## src/rtl/ca_code_gen_multi.sv

```systemverilog
// ca_code_gen_multi: multi-channel GPS L1 C/A Gold-code generator with runtime taps and code-phase slew
// Ports:
//   clk, rst            system clock, synchronous active-high reset
//   chip_en             one-clock strobe advancing every enabled, non-slewing channel by one chip
//   ch_en               per-channel run enable
//   cfg_we, cfg_ch      configuration write strobe and target channel
//   cfg_t0, cfg_t1      G2 phase-selector taps (1..10, anything else contributes 0)
//   cfg_phase           start code phase in chips, clamped to 1022
//   cfg_ready           high while a write can be accepted
//   code, epoch         per-channel replica chip and 1022->0 wrap pulse
//   chip_idx            per-channel chip index, channel 0 in the LSBs
//   ms_cnt, bit_edge    per-channel epoch counter (mod 20) and its wrap pulse; built only when
//                       CA_MS_COUNTER_EN is defined, otherwise tied to 0
module ca_code_gen_multi #(
  parameter int NUM_CH = 4,
  parameter int CH_W   = 2,
  parameter int DEF_T0 = 2,
  parameter int DEF_T1 = 6
) (
  input  logic                 clk,
  input  logic                 rst,
  input  logic                 chip_en,
  input  logic [NUM_CH-1:0]    ch_en,
  input  logic                 cfg_we,
  input  logic [CH_W-1:0]      cfg_ch,
  input  logic [3:0]           cfg_t0,
  input  logic [3:0]           cfg_t1,
  input  logic [9:0]           cfg_phase,
  output logic                 cfg_ready,
  output logic [NUM_CH-1:0]    code,
  output logic [NUM_CH-1:0]    epoch,
  output logic [NUM_CH*10-1:0] chip_idx,
  output logic [NUM_CH*5-1:0]  ms_cnt,
  output logic [NUM_CH-1:0]    bit_edge
);
  typedef enum logic {IDLE, SLEW} state_t;
  state_t state, nxt;
  logic [CH_W-1:0] tgt;
  logic [9:0] cnt;
  logic accept;
  // Stage n lives in bit n-1, so stage 10 (the output) is bit 9.
  function automatic logic [9:0] g1_step(input logic [9:0] g);
    return {g[8:0], g[2] ^ g[9]};
  endfunction
  function automatic logic [9:0] g2_step(input logic [9:0] g);
    return {g[8:0], g[1] ^ g[2] ^ g[5] ^ g[7] ^ g[8] ^ g[9]};
  endfunction
  // Zero-padding on both sides makes taps 0 and 11..15 read as 0 without a range check.
  function automatic logic tap(input logic [9:0] g, input logic [3:0] t);
    logic [15:0] e;
    e = {5'b0, g, 1'b0};
    return e[t];
  endfunction
  assign accept = state == IDLE && cfg_we && 32'(cfg_ch) < NUM_CH;
  assign cfg_ready = state == IDLE;
  always_comb nxt = accept ? SLEW : (state == SLEW && cnt == '0) ? IDLE : state;
  always_ff @(posedge clk)
    if (rst) begin
      state <= IDLE;
      tgt <= '0;
      cnt <= '0;
    end else begin
      state <= nxt;
      if (accept) begin
        tgt <= cfg_ch;
        cnt <= cfg_phase > 10'd1022 ? 10'd1022 : cfg_phase;
      end else if (state == SLEW && cnt != '0) cnt <= cnt - 10'd1;
    end
  for (genvar c = 0; c < NUM_CH; c++) begin : g_ch
    logic [9:0] g1, g2, idx;
    logic [3:0] t0, t1;
    logic ep, load, slewing, adv, wrap, step;
    assign load = accept && cfg_ch == CH_W'(c);
    assign slewing = state == SLEW && tgt == CH_W'(c);
    assign adv = chip_en && ch_en[c] && !slewing;
    assign wrap = adv && idx == 10'd1022;
    // The final slew cycle (cnt == 0) only hands control back, so the channel rests at the requested chip.
    assign step = (slewing && cnt != '0) || (adv && !wrap);
    always_ff @(posedge clk)
      if (rst) begin
        g1 <= '1;
        g2 <= '1;
        idx <= '0;
        t0 <= 4'(DEF_T0);
        t1 <= 4'(DEF_T1);
        ep <= 1'b0;
      end else begin
        ep <= wrap && !load;
        if (load || wrap) begin
          g1 <= '1;
          g2 <= '1;
          idx <= '0;
        end else if (step) begin
          g1 <= g1_step(g1);
          g2 <= g2_step(g2);
          idx <= idx + 10'd1;
        end
        if (load) begin
          t0 <= cfg_t0;
          t1 <= cfg_t1;
        end
      end
    assign code[c] = g1[9] ^ tap(g2, t0) ^ tap(g2, t1);
    assign epoch[c] = ep;
    assign chip_idx[c*10 +: 10] = idx;
`ifdef CA_MS_COUNTER_EN
    logic [4:0] ms;
    logic be;
    always_ff @(posedge clk)
      if (rst) begin
        ms <= '0;
        be <= 1'b0;
      end else begin
        be <= wrap && !load && ms == 5'd19;
        if (load) ms <= '0;
        else if (wrap) ms <= ms == 5'd19 ? 5'd0 : ms + 5'd1;
      end
    assign ms_cnt[c*5 +: 5] = ms;
    assign bit_edge[c] = be;
`else
    assign ms_cnt[c*5 +: 5] = '0;
    assign bit_edge[c] = 1'b0;
`endif
  end
endmodule
```

## config.mk

```make
export PLATFORM = sky130hd
export DESIGN_NAME = ca_code_gen_multi
export DESIGN_NICKNAME = d
export VERILOG_FILES = /design/src/rtl/ca_code_gen_multi.sv
export SDC_FILE = /design/constraint.sdc
export NUM_CORES = 1
export LEC_CHECK = 0
export BUFFER_PORTS_ARGS = -buffer_cell sky130_fd_sc_hd__buf_4
export CAP_MARGIN = 20
export CORE_ASPECT_RATIO = 0.6
export CORE_UTILIZATION = 40
export DETAILED_ROUTE_END_ITERATION = 7
export GPL_TIMING_DRIVEN = 0
export PLACE_DENSITY = 0.66
export SLEW_MARGIN = 10
export SYNTH_ARGS = -nofsm -noshare
export SYNTH_HDL_FRONTEND = slang
export SYNTH_SLANG_ARGS = --single-unit
```

## constraint.sdc

```tcl
create_clock -name clk -period 3.33 [get_ports clk]
set_input_delay 0.666 -clock clk [delete_from_list [all_inputs] [get_ports clk]]
set_output_delay 0.666 -clock clk [all_outputs]
set_load 0.01 [all_outputs]
```

; After elaboration in Yosys (flattened, before gate mapping)
; Cells that the tools add are included.
[totals]
latchBits = 0
regBits = 169
output_inout_bits = 73
mem_count = 0
in_bits = 28
mem_bits_ro = 0
mem_bits_rw = 0
[classes]
n_div = 0
magnitude_cmp = 9
n_bitwise = 33
muxes = 21
n_eq_ne = 10
shift = 0
addsub = 5
mul = 0
n_reduce_logical = 65
[ops]
columns = operator, count
row1 = $add A10 B1 Y10 const B, 4
row2 = $eq A10 B10 Y1 const B, 4
row3 = $lt A4 B5 Y1 const B, 8
row4 = $logic_and A1 B1 Y1, 35
row5 = $bmux W1 S4, 8
row6 = $xor A1 B1 Y1, 32
row7 = $mux W10, 3
row8 = $logic_not A1 Y1, 12
row9 = $gt A10 B10 Y1 const B, 1
row10 = $logic_not A10 Y1, 1
row11 = $mux W1, 10
row12 = $reduce_bool A10 Y1, 1
row13 = $sub A10 B1 Y10 const B, 1
row14 = $eq A2 B2 Y1 const B, 4
row15 = $logic_or A1 B1 Y1, 8
row16 = $reduce_or A2 Y1, 4
row17 = $eq A2 B1 Y1 const B, 2
row18 = $logic_not A2 Y1, 2
row19 = $reduce_bool A2 Y1, 2
row20 = $not A1 Y1, 1

; Longest topological paths before layout
; Gate-level depths: netlist of run 1.
[depth]
ltp_word = 8
depth_mapped = 10
mapped_depth_nobuf = 7

; Worst setup path before layout of run 1
; Ideal clock, no wire load.
[synth_path]
kind = reg-to-output
from = register g_ch[0].t1[1]
to = output code[0]
n_path_buf = 1
t_required_ns = 2.664
slack_ns = 1.173
arrival_ns = 1.491
stages_incl_launch_ff = 6
cell_sequence = dfxtp_1 > clkbuf_1 > mux2i_1 > mux4_2 > o21ai_0 > xnor2_1
[synth_between]
elab_chain_len = 3
[synth_rtl]
columns = item, line_no
row1 = start: declaration, 71  ; logic [3:0] t0, t1;
row2 = start signal: assignment, 85  ; t1 <= 4'(DEF_T1);
row3 = start signal: assignment, 100  ; t1 <= cfg_t1;
row4 = $bmux W1 S4, 52  ; return e[t];
row5 = $mux W1 (implied by the code), 52
row6 = $xor A1 B1 Y1, 103  ; assign code[c] = g1[9] ^ tap(g2, t0) ^ tap(g2, t1);
row7 = end: declaration, 30  ; output logic [NUM_CH-1:0] code,
; Every way passes these cells. The select of a mux whose other input is x is not followed.

; Worst setup path after layout of run 1
[layout_path]
from = register g_ch[2].t1[1]
to = output code[2]
[layout_between]
elab_chain_len = 3
[layout_rtl]
columns = item, line_no
row1 = start: declaration, 71
row2 = start signal: assignment, 85
row3 = start signal: assignment, 100
row4 = $bmux W1 S4, 52
row5 = $mux W1 (implied by the code), 52
row6 = $xor A1 B1 Y1, 103
; Every way passes these cells. The select of a mux whose other input is x is not followed.

==> results of run 1 <==
==> cell families after synthesis <==
| group | Yosys count |
|---|---|
| AOI/OAI and AO/OA | 147 |
| xor gates and xnor gates | 38 |
| adders and majority gates | 9 |
| buffers and inverters | 103 |
| DFF | 169 |
| muxes | 52 |
| other | 1 |
| and+or+nand+nor | 475 |
==> cell type report <==
cell class	count	share of cell area
Clock inverter	12	0.0143
Tap cell	266	0.0343
Multi-Input combinational cell	745	0.441
Timing Repair Buffer	76	0.0587
Clock buffer	20	0.0470
Inverter	16	0.00618
Buffer	87	0.0501
Sequential cell	169	0.348
==> metrics by stage <==
step           cell area [um^2]  hold WS, ns
2_1_floorplan              8210        0.439
3_3_place_gp               9120        0.448
3_5_place_dp               9120        0.451
4_1_cts                    9710        0.466
5_1_grt                    9710        0.468
6_report                   9710        0.467
==> critical path: cells and delay by family, from the launching register on <==
family / cells / cell delay, ns
mux: 2 / 0.65
buf+inv: 2 / 0.49
compound gates: 1 / 0.34
flops: 1 / 0.31
xor+xnor: 1 / 0.20
==> layer usage <==
| layer | wire length (um) | part of all wire | up-vias |
|---|---|---|---|
| li1 | - | - | 3639 |
| met1 | 10600 | 0.52 | 3370 |
| met2 | 8210 | 0.40 | 187 |
| met3 | 1120 | 0.055 | 22 |
| met4 | 338 | 0.017 | 0 |
| met5 | 0 | 0 | - |
==> worst max-delay path by stage <==
stage	start	end	slack [ns]
final	g_ch[2].t1[1]	code[2]	0.24
after global routing	g_ch[2].t1[1]	code[2]	0.10
after CTS	g_ch[2].t1[1]	code[2]	0.24
after detailed placement	g_ch[2].t1[1]	code[2]	0.72
after global placement	g_ch[2].t1[1]	code[2]	0.72
after floorplan	g_ch[0].t1[1]	code[0]	1.17
==> Yosys cell counts, drive strengths merged (14+ instances only) <==
library cell  count
a21oi            56
buf              57
clkbuf           30
dfxtp           169
inv              16
mux2i            40
nand2           234
nand3            90
nand3b           14
nor2             55
o21ai            33
o31ai            14
or3              20
or4              15
xnor2            29
==> where the power goes <==
| part | leakage (uW) | switching (uW) | internal (uW) | total, uW |
|---|---|---|---|---|
| Clock | 0.000292 | 864 | 1160 | 2020 |
| Combinational | 0.00257 | 458 | 371 | 829 |
| Sequential | 0.00138 | 130 | 2150 | 2280 |
==> flip-flops by register name, summed over array words and instances, names as in the netlist <==
register and cells:
state 1, g_ch.g1 40, g_ch.t1 16, tgt 2, g_ch.g2 40, g_ch.idx 40
g_ch.ep 4, g_ch.t0 16, cnt 10
==> results.cfg, run 1 <==
[synthesis]
synthAdderAreaFrac = 0.0139
synthMuxAreaShare = 0.0770
syn_area_um2 = 8130
synthArstFlopShare = 0
synth_edf_count = 0
synthSimpleGateAreaFrac = 0.272
yosysTopAreaCell = dfxtp_1
synth_area_leaders = dfxtp_1 42%, nand2_1 11%, nand3_1 5.5%
synth-compound-area-share = 0.112
synth_top_cell_area_share = 0.416
ys_warn_count = 0
ys_ff_latch = 169
synth_top_family_by_area = simple AND/OR/NAND/NOR gates
syn_avg_cell_area_um2 = 8.18
synth_cell_types = 51
ys.flop_type = dfxtp_1
synth_xor_area_frac = 0.0409
ys_seq_area_frac = 0.416
syn_inst = 994

[clock_tree]
cts_max_level = 4
cts_buffers = 17
cts-root-buf = clkbuf_16
clkLatencyLatePin_ns = 0.44
cts_resized = 0
clk_pin_slew_ns = 0.06
clockBufferDepth = 2
post_cts_buffers = 0
cts_sinks = 169
tritoncts = done
holdBufCountCts = 0

[min_path]
whs_endpoint = g_ch[2].g1[9]
holdPathStages = 2
hold_start = g_ch[2].g1[8]
min_path_type = reg -> reg

[place]
port_buffers = 76
dpl.hpwl_mm = 14.5
place_inst = 1359
gp_congestion = 0.846
post-place-ws_ns = 0.721

[worst_setup_path]
worstPathCellList = clkbuf_1 -> mux2i_1 -> mux4_2 -> o21ai_0 -> xnor2_1 -> buf_4
r2r_slack_ns = 0.97
worstReg2RegStart = cnt[1]
critPathSlowestCell = mux4_2
cp_max_fo = 7
required_ns = 2.66
reg2regPathDepth = 8
slowest_delay_ns = 0.48
crit_type = reg -> out
crit_arrival_ns = 2.42
reg2reg_to = g_ch[0].g1[5]
critPathCaptureType = primary output
crit_path_start_kind = flip-flop

[cells_and_area]
fin_util = 0.499
final_cells = 1391
final_nets = 1149
final_common_cell = nand2_1
antennaDiodeCount = 0
n_fill_cell = 1849
synthToLayoutAreaGrowth_pct = 19.5
seq_area_um2 = 3380
layout_common_cells = 234 x nand2_1, 169 x dfxtp_1, 109 x buf_4, 90 x nand3_1, 56 x a21oi_1
multi_input_area_um2 = 4280
drive_above_1_share = 0.166

[routing]
vias_per_cell = 5.19
final_antenna_net_count = 0
vias = 7218
drc = 0
drt-total-wl_mm = 20.3
firstDrtPassIters = 6
drtIter0Drc = 655
wl_per_cell_um = 14.6

[timing]
setup_ws_ns = 0.240
slew-limit-headroom = 0.472
timing.final.crit_period_ns = 3.09
timing.final.max_slew_violations = 0
tns_ns = 0
fin_crit_sh = 0.928
fin_skew_ns = 0.0133
max_freq_mhz = 324
tightest_slew_ns = 0.790
setup_viol = 0
finalHoldViolCount = 0
rsz0062_at_grt = no

[global_routing]
grt_start_max_net_pins = 17
gr-usage-met1 = 0.314
grt_usage = 0.203
top_usage_layer = met1
use_met3 = 0.0393
grt_pass1_wl_mm = 33.6
grt_pass1_vias = 6395
use_met2 = 0.276
gr-total-overflow = 0
antenna_found_initial = 0

[floorplan]
rows = 39
io_pins = 101
die_height_um = 112
dieArea_um2 = 20900
initial_core_util = 0.417
die_w_um = 186
core_um2 = 19500

[pwr]
powerDensity_nw_per_um2 = 528
ir_drop_mv = 0.370
leakagePower_uw = 0.00424
fin_total_pwr_uw = 5130

[job]
drv_cap = 0

[outcome]
status = finished clean
Power figures use the tool's default switching activity.
==> inputs of run 2 (changes only) <==
MAX_ROUTING_LAYER = met4   (was unset)
==> results.cfg, run 2 (synthesized netlist as in run 1, its figures left out) <==
[cells_and_area]
largestRegisters = g_ch.g1: 40 flops, g_ch.g2: 40 flops, g_ch.idx: 40 flops
n_fill_cell = 1849
synthToLayoutAreaGrowth_pct = 19.5
final_common_cell = nand2_1
layout_common_cells = 234 x nand2_1, 169 x dfxtp_1, 109 x buf_4, 90 x nand3_1, 56 x a21oi_1
final_nets = 1149
drive_above_1_share = 0.166
antennaDiodeCount = 0

[timing]
timing.final.max_slew_violations = 0
slew-limit-headroom = 0.490
finalHoldViolCount = 0
rsz0062_at_grt = no
tns_ns = 0
tightest_slew_ns = 0.763
timing.final.crit_period_ns = 3.09
fin_crit_sh = 0.927
max_freq_mhz = 324
setup_viol = 0
fin_skew_ns = 0.0118
setup_ws_ns = 0.242

[worst_setup_path]
crit_arrival_ns = 2.42
crit_type = reg -> out
cp_max_fo = 7
critPathCaptureType = primary output
crit_path_start_kind = flip-flop
required_ns = 2.66

[job]
drv_cap = 0

[routing]
firstDrtPassIters = 5
final_antenna_net_count = 0
vias = 7234
drt-total-wl_mm = 20.3
drtIter0Drc = 709
vias_per_cell = 5.20
drc = 0
wl_per_cell_um = 14.6

[global_routing]
grt_pass1_vias = 6403
antenna_found_initial = 0
gr-total-overflow = 0
grt_usage = 0.210
grt_start_max_net_pins = 17
grt_pass1_wl_mm = 33.6

[clock_tree]
holdBufCountCts = 0
clockBufferDepth = 2
cts-root-buf = clkbuf_16
cts_max_level = 4
tritoncts = done
clkLatencyLatePin_ns = 0.43
post_cts_buffers = 0
clk_pin_slew_ns = 0.06
cts_resized = 0
cts_buffers = 17
cts_sinks = 169

[place]
post-place-ws_ns = 0.721
port_buffers = 76
gp_congestion = 0.859
dpl.hpwl_mm = 14.5

[floorplan]
core_um2 = 19500
io_pins = 101
initial_core_util = 0.417
dieArea_um2 = 20900
die_w_um = 186
die_height_um = 112
rows = 39

[outcome]
status = finished clean

[pwr]
powerDensity_nw_per_um2 = 528
ir_drop_mv = 0.367
leakagePower_uw = 0.00424

[min_path]
min_path_type = reg -> reg
-- run 2: path summary, 6_finish.rpt --
kind | slack [ns] | end | startpoint | cells after the start
setup / recovery | 0.24 | code[2] | g_ch[2].t1[1] | 6
hold reg to reg | 0.47 | g_ch[2].g1[9] | g_ch[2].g1[8] | 2
setup reg to reg | 0.97 | g_ch[0].g1[5] | cnt[1] | 8
hold / removal | 0.47 | g_ch[2].g1[9] | g_ch[2].g1[8] | 2
-- run 2: layout make-up --
type / instances / area, um^2 / share of cell area
inverters: 16 / 60.1 / 0.00618
clock buffers: 20 / 457 / 0.0470
clock inverters: 12 / 139 / 0.0143
plain buffers: 87 / 487 / 0.0501
repair buffers: 76 / 571 / 0.0587
flip-flops and latches: 169 / 3380 / 0.348
multi-input cells: 745 / 4280 / 0.441
well taps: 266 / 333 / 0.0343
-- run 2: critical path: stages, from the launching register on --
cell and delay, ns:
dfxtp_1 0.31, clkbuf_1 0.34, mux2i_1 0.17, mux4_2 0.48, o21ai_0 0.34, xnor2_1 0.20
buf_4 0.16
-- run 2: metal layers --
layer | vias up | wire length [um] | GRT usage
met2 | 189 | 8220 | 0.276
met4 | 0 | 327 | 0.0612
met5 | - | 0 | -
met1 | 3381 | 10700 | 0.315
li1 | 3642 | - | -
met3 | 22 | 1120 | 0.0428
-- run 2: per-stage QoR --
step	utilization	power [uW]	cell area, um^2	cells	hold WS, ns
finish	0.499	5130	9710	1391	0.467
global route	0.499	5380	9710	1391	0.464
CTS	0.499	5160	9710	1391	0.466
detailed placement	0.468	3140	9120	1359	0.451
global placement	0.468	3130	9120	1359	0.448
floorplan	-	2890	8210	1017	0.439
-- run 2: where the power goes --
group          switching, uW  total, uW  internal (uW)
registers                130       2280           2150
clock network            862       2020           1160
logic                    458        829            371
total                   1450       5130           3680
==> inputs of run 3 (changes only) <==
HOLD_SLACK_MARGIN = 0.02   (was unset)
PLACE_DENSITY = unset   (was 0.66)
==> results.cfg, run 3 (synthesized netlist as in run 1, its figures left out) <==
[global_routing]
grt_pass1_vias = 6075
grt_usage = 0.205
grt_pass1_wl_mm = 32.6
gr-total-overflow = 0
grt_start_max_net_pins = 17
antenna_found_initial = 0

[job]
drv_cap = 0

[floorplan]
io_pins = 101
core_um2 = 19500
initial_core_util = 0.417
die_height_um = 112
dieArea_um2 = 20900
die_w_um = 186
rows = 39

[clock_tree]
clkLatencyLatePin_ns = 0.44
clockBufferDepth = 2
tritoncts = done
holdBufCountCts = 0
clk_pin_slew_ns = 0.07
cts_sinks = 169
post_cts_buffers = 0
cts-root-buf = clkbuf_16
cts_max_level = 4
cts_resized = 0
cts_buffers = 17

[cells_and_area]
n_fill_cell = 1890
final_nets = 1149
final_area_um2 = 9800
synthToLayoutAreaGrowth_pct = 20.6
layout_common_cells = 234 x nand2_1, 169 x dfxtp_1, 109 x buf_4, 90 x nand3_1, 56 x a21oi_1
final_common_cell = nand2_1
largestRegisters = g_ch.g1: 40 flops, g_ch.g2: 40 flops, g_ch.idx: 40 flops
antennaDiodeCount = 0
drive_above_1_share = 0.166
fin_util = 0.503

[timing]
slew-limit-headroom = 0.505
max_freq_mhz = 321
hold_ws_ns = 0.467
setup_viol = 0
fin_crit_sh = 0.935
fin_skew_ns = 0.0127
timing.final.max_slew_violations = 0
tns_ns = 0
setup_ws_ns = 0.215
rsz0062_at_grt = no
finalHoldViolCount = 0
tightest_slew_ns = 0.741
timing.final.crit_period_ns = 3.12

[place]
place_area_um2 = 9120
gp_congestion = 0.832
post-place-ws_ns = 0.752
dpl.hpwl_mm = 14.5
port_buffers = 76

[pwr]
p_seq_frac = 0.421
powerDensity_nw_per_um2 = 553
leakagePower_uw = 0.00428
p_sw_uw = 1430
clockPowerShare = 0.425
swShare = 0.264
p_comb_frac = 0.154
power.internal_uw = 3990
ir_drop_mv = 0.383

[worst_setup_path]
slowest_delay_ns = 0.47
crit_start = g_ch[2].t1[1]
required_ns = 2.66
crit_path_start_kind = flip-flop
crit_arrival_ns = 2.45
critPathSlowestCell = mux4_2
cp_max_fo = 7
worstReg2RegStart = cnt[1]
critPathCaptureType = primary output
worstPathCellList = clkbuf_1 -> mux2i_1 -> mux4_2 -> o21ai_0 -> xnor2_1 -> buf_4
crit_type = reg -> out

[routing]
vias = 7083
vias_per_cell = 5.10
drtIter0Drc = 616
firstDrtPassIters = 5
final_antenna_net_count = 0
drc = 0
wl_per_cell_um = 14.7
drt-total-wl_mm = 20.5

[outcome]
status = finished clean

[min_path]
min_path_type = reg -> reg
hold_start = g_ch[0].g1[8]
-- run 3: changes by cell type in the layout (fill, tap and decap cells not counted), sizes merged --
cell,previous run,this run
bufinv,2,6
clkinv,5,2
inv,20,18
-- run 3: power by group through the flow --
| stage | registers [uW] | logic [uW] | clock network (uW) |
|---|---|---|---|
| 3_3_place_gp | 2320 | 812 | 0 |
| 3_5_place_dp | 2320 | 824 | 0 |
| 4_1_cts | 2280 | 832 | 2350 |
| 6_report | 2280 | 832 | 2300 |
| 5_1_grt | 2300 | 925 | 2440 |
| 2_1_floorplan | 2290 | 600 | 0 |
-- run 3: area by class of cell --
class,count,area (um^2),share of cell area
Tap cell,266,333,0.0340
Inverter,16,60.1,0.00613
Clock buffer,20,467,0.0476
Clock inverter,11,215,0.0220
Multi-Input combinational cell,745,4280,0.437
Timing Repair Buffer,76,571,0.0582
Sequential cell,169,3380,0.345
Buffer,87,487,0.0497
-- run 3: critical path, delay by kind of cell, from the launching register on --
kind | cells | cell delay, ns
XOR/XNOR | 1 | 0.19
flip-flops | 1 | 0.31
AO/OA/AOI/OAI | 1 | 0.36
multiplexers | 2 | 0.64
buffers and inverters | 2 | 0.51
-- run 3: metal layers --
metal | vias to the layer above | part of all wire | GRT usage
met3 | 13 | 0.048 | 0.0415
li1 | 3636 | - | -
met2 | 158 | 0.40 | 0.266
met4 | 0 | 0.0078 | 0.0475
met1 | 3276 | 0.55 | 0.317
met5 | - | 0 | -
-- run 3: per-stage QoR --
| stage | instances | power (uW) |
|---|---|---|
| global route | 1390 | 5660 |
| global placement | 1359 | 3140 |
| finish | 1390 | 5420 |
| floorplan | 1017 | 2890 |
| detailed placement | 1359 | 3150 |
| CTS | 1390 | 5460 |
-- run 3: path summary, 6_finish.rpt --
path | cells past startpoint | slack, ns | end
setup reg to reg | 8 | 1.00 | g_ch[2].idx[0]
hold / removal | 2 | 0.47 | g_ch[0].g1[8]
setup / recovery | 6 | 0.21 | code[2]
hold reg to reg | 2 | 0.47 | g_ch[0].g1[8]
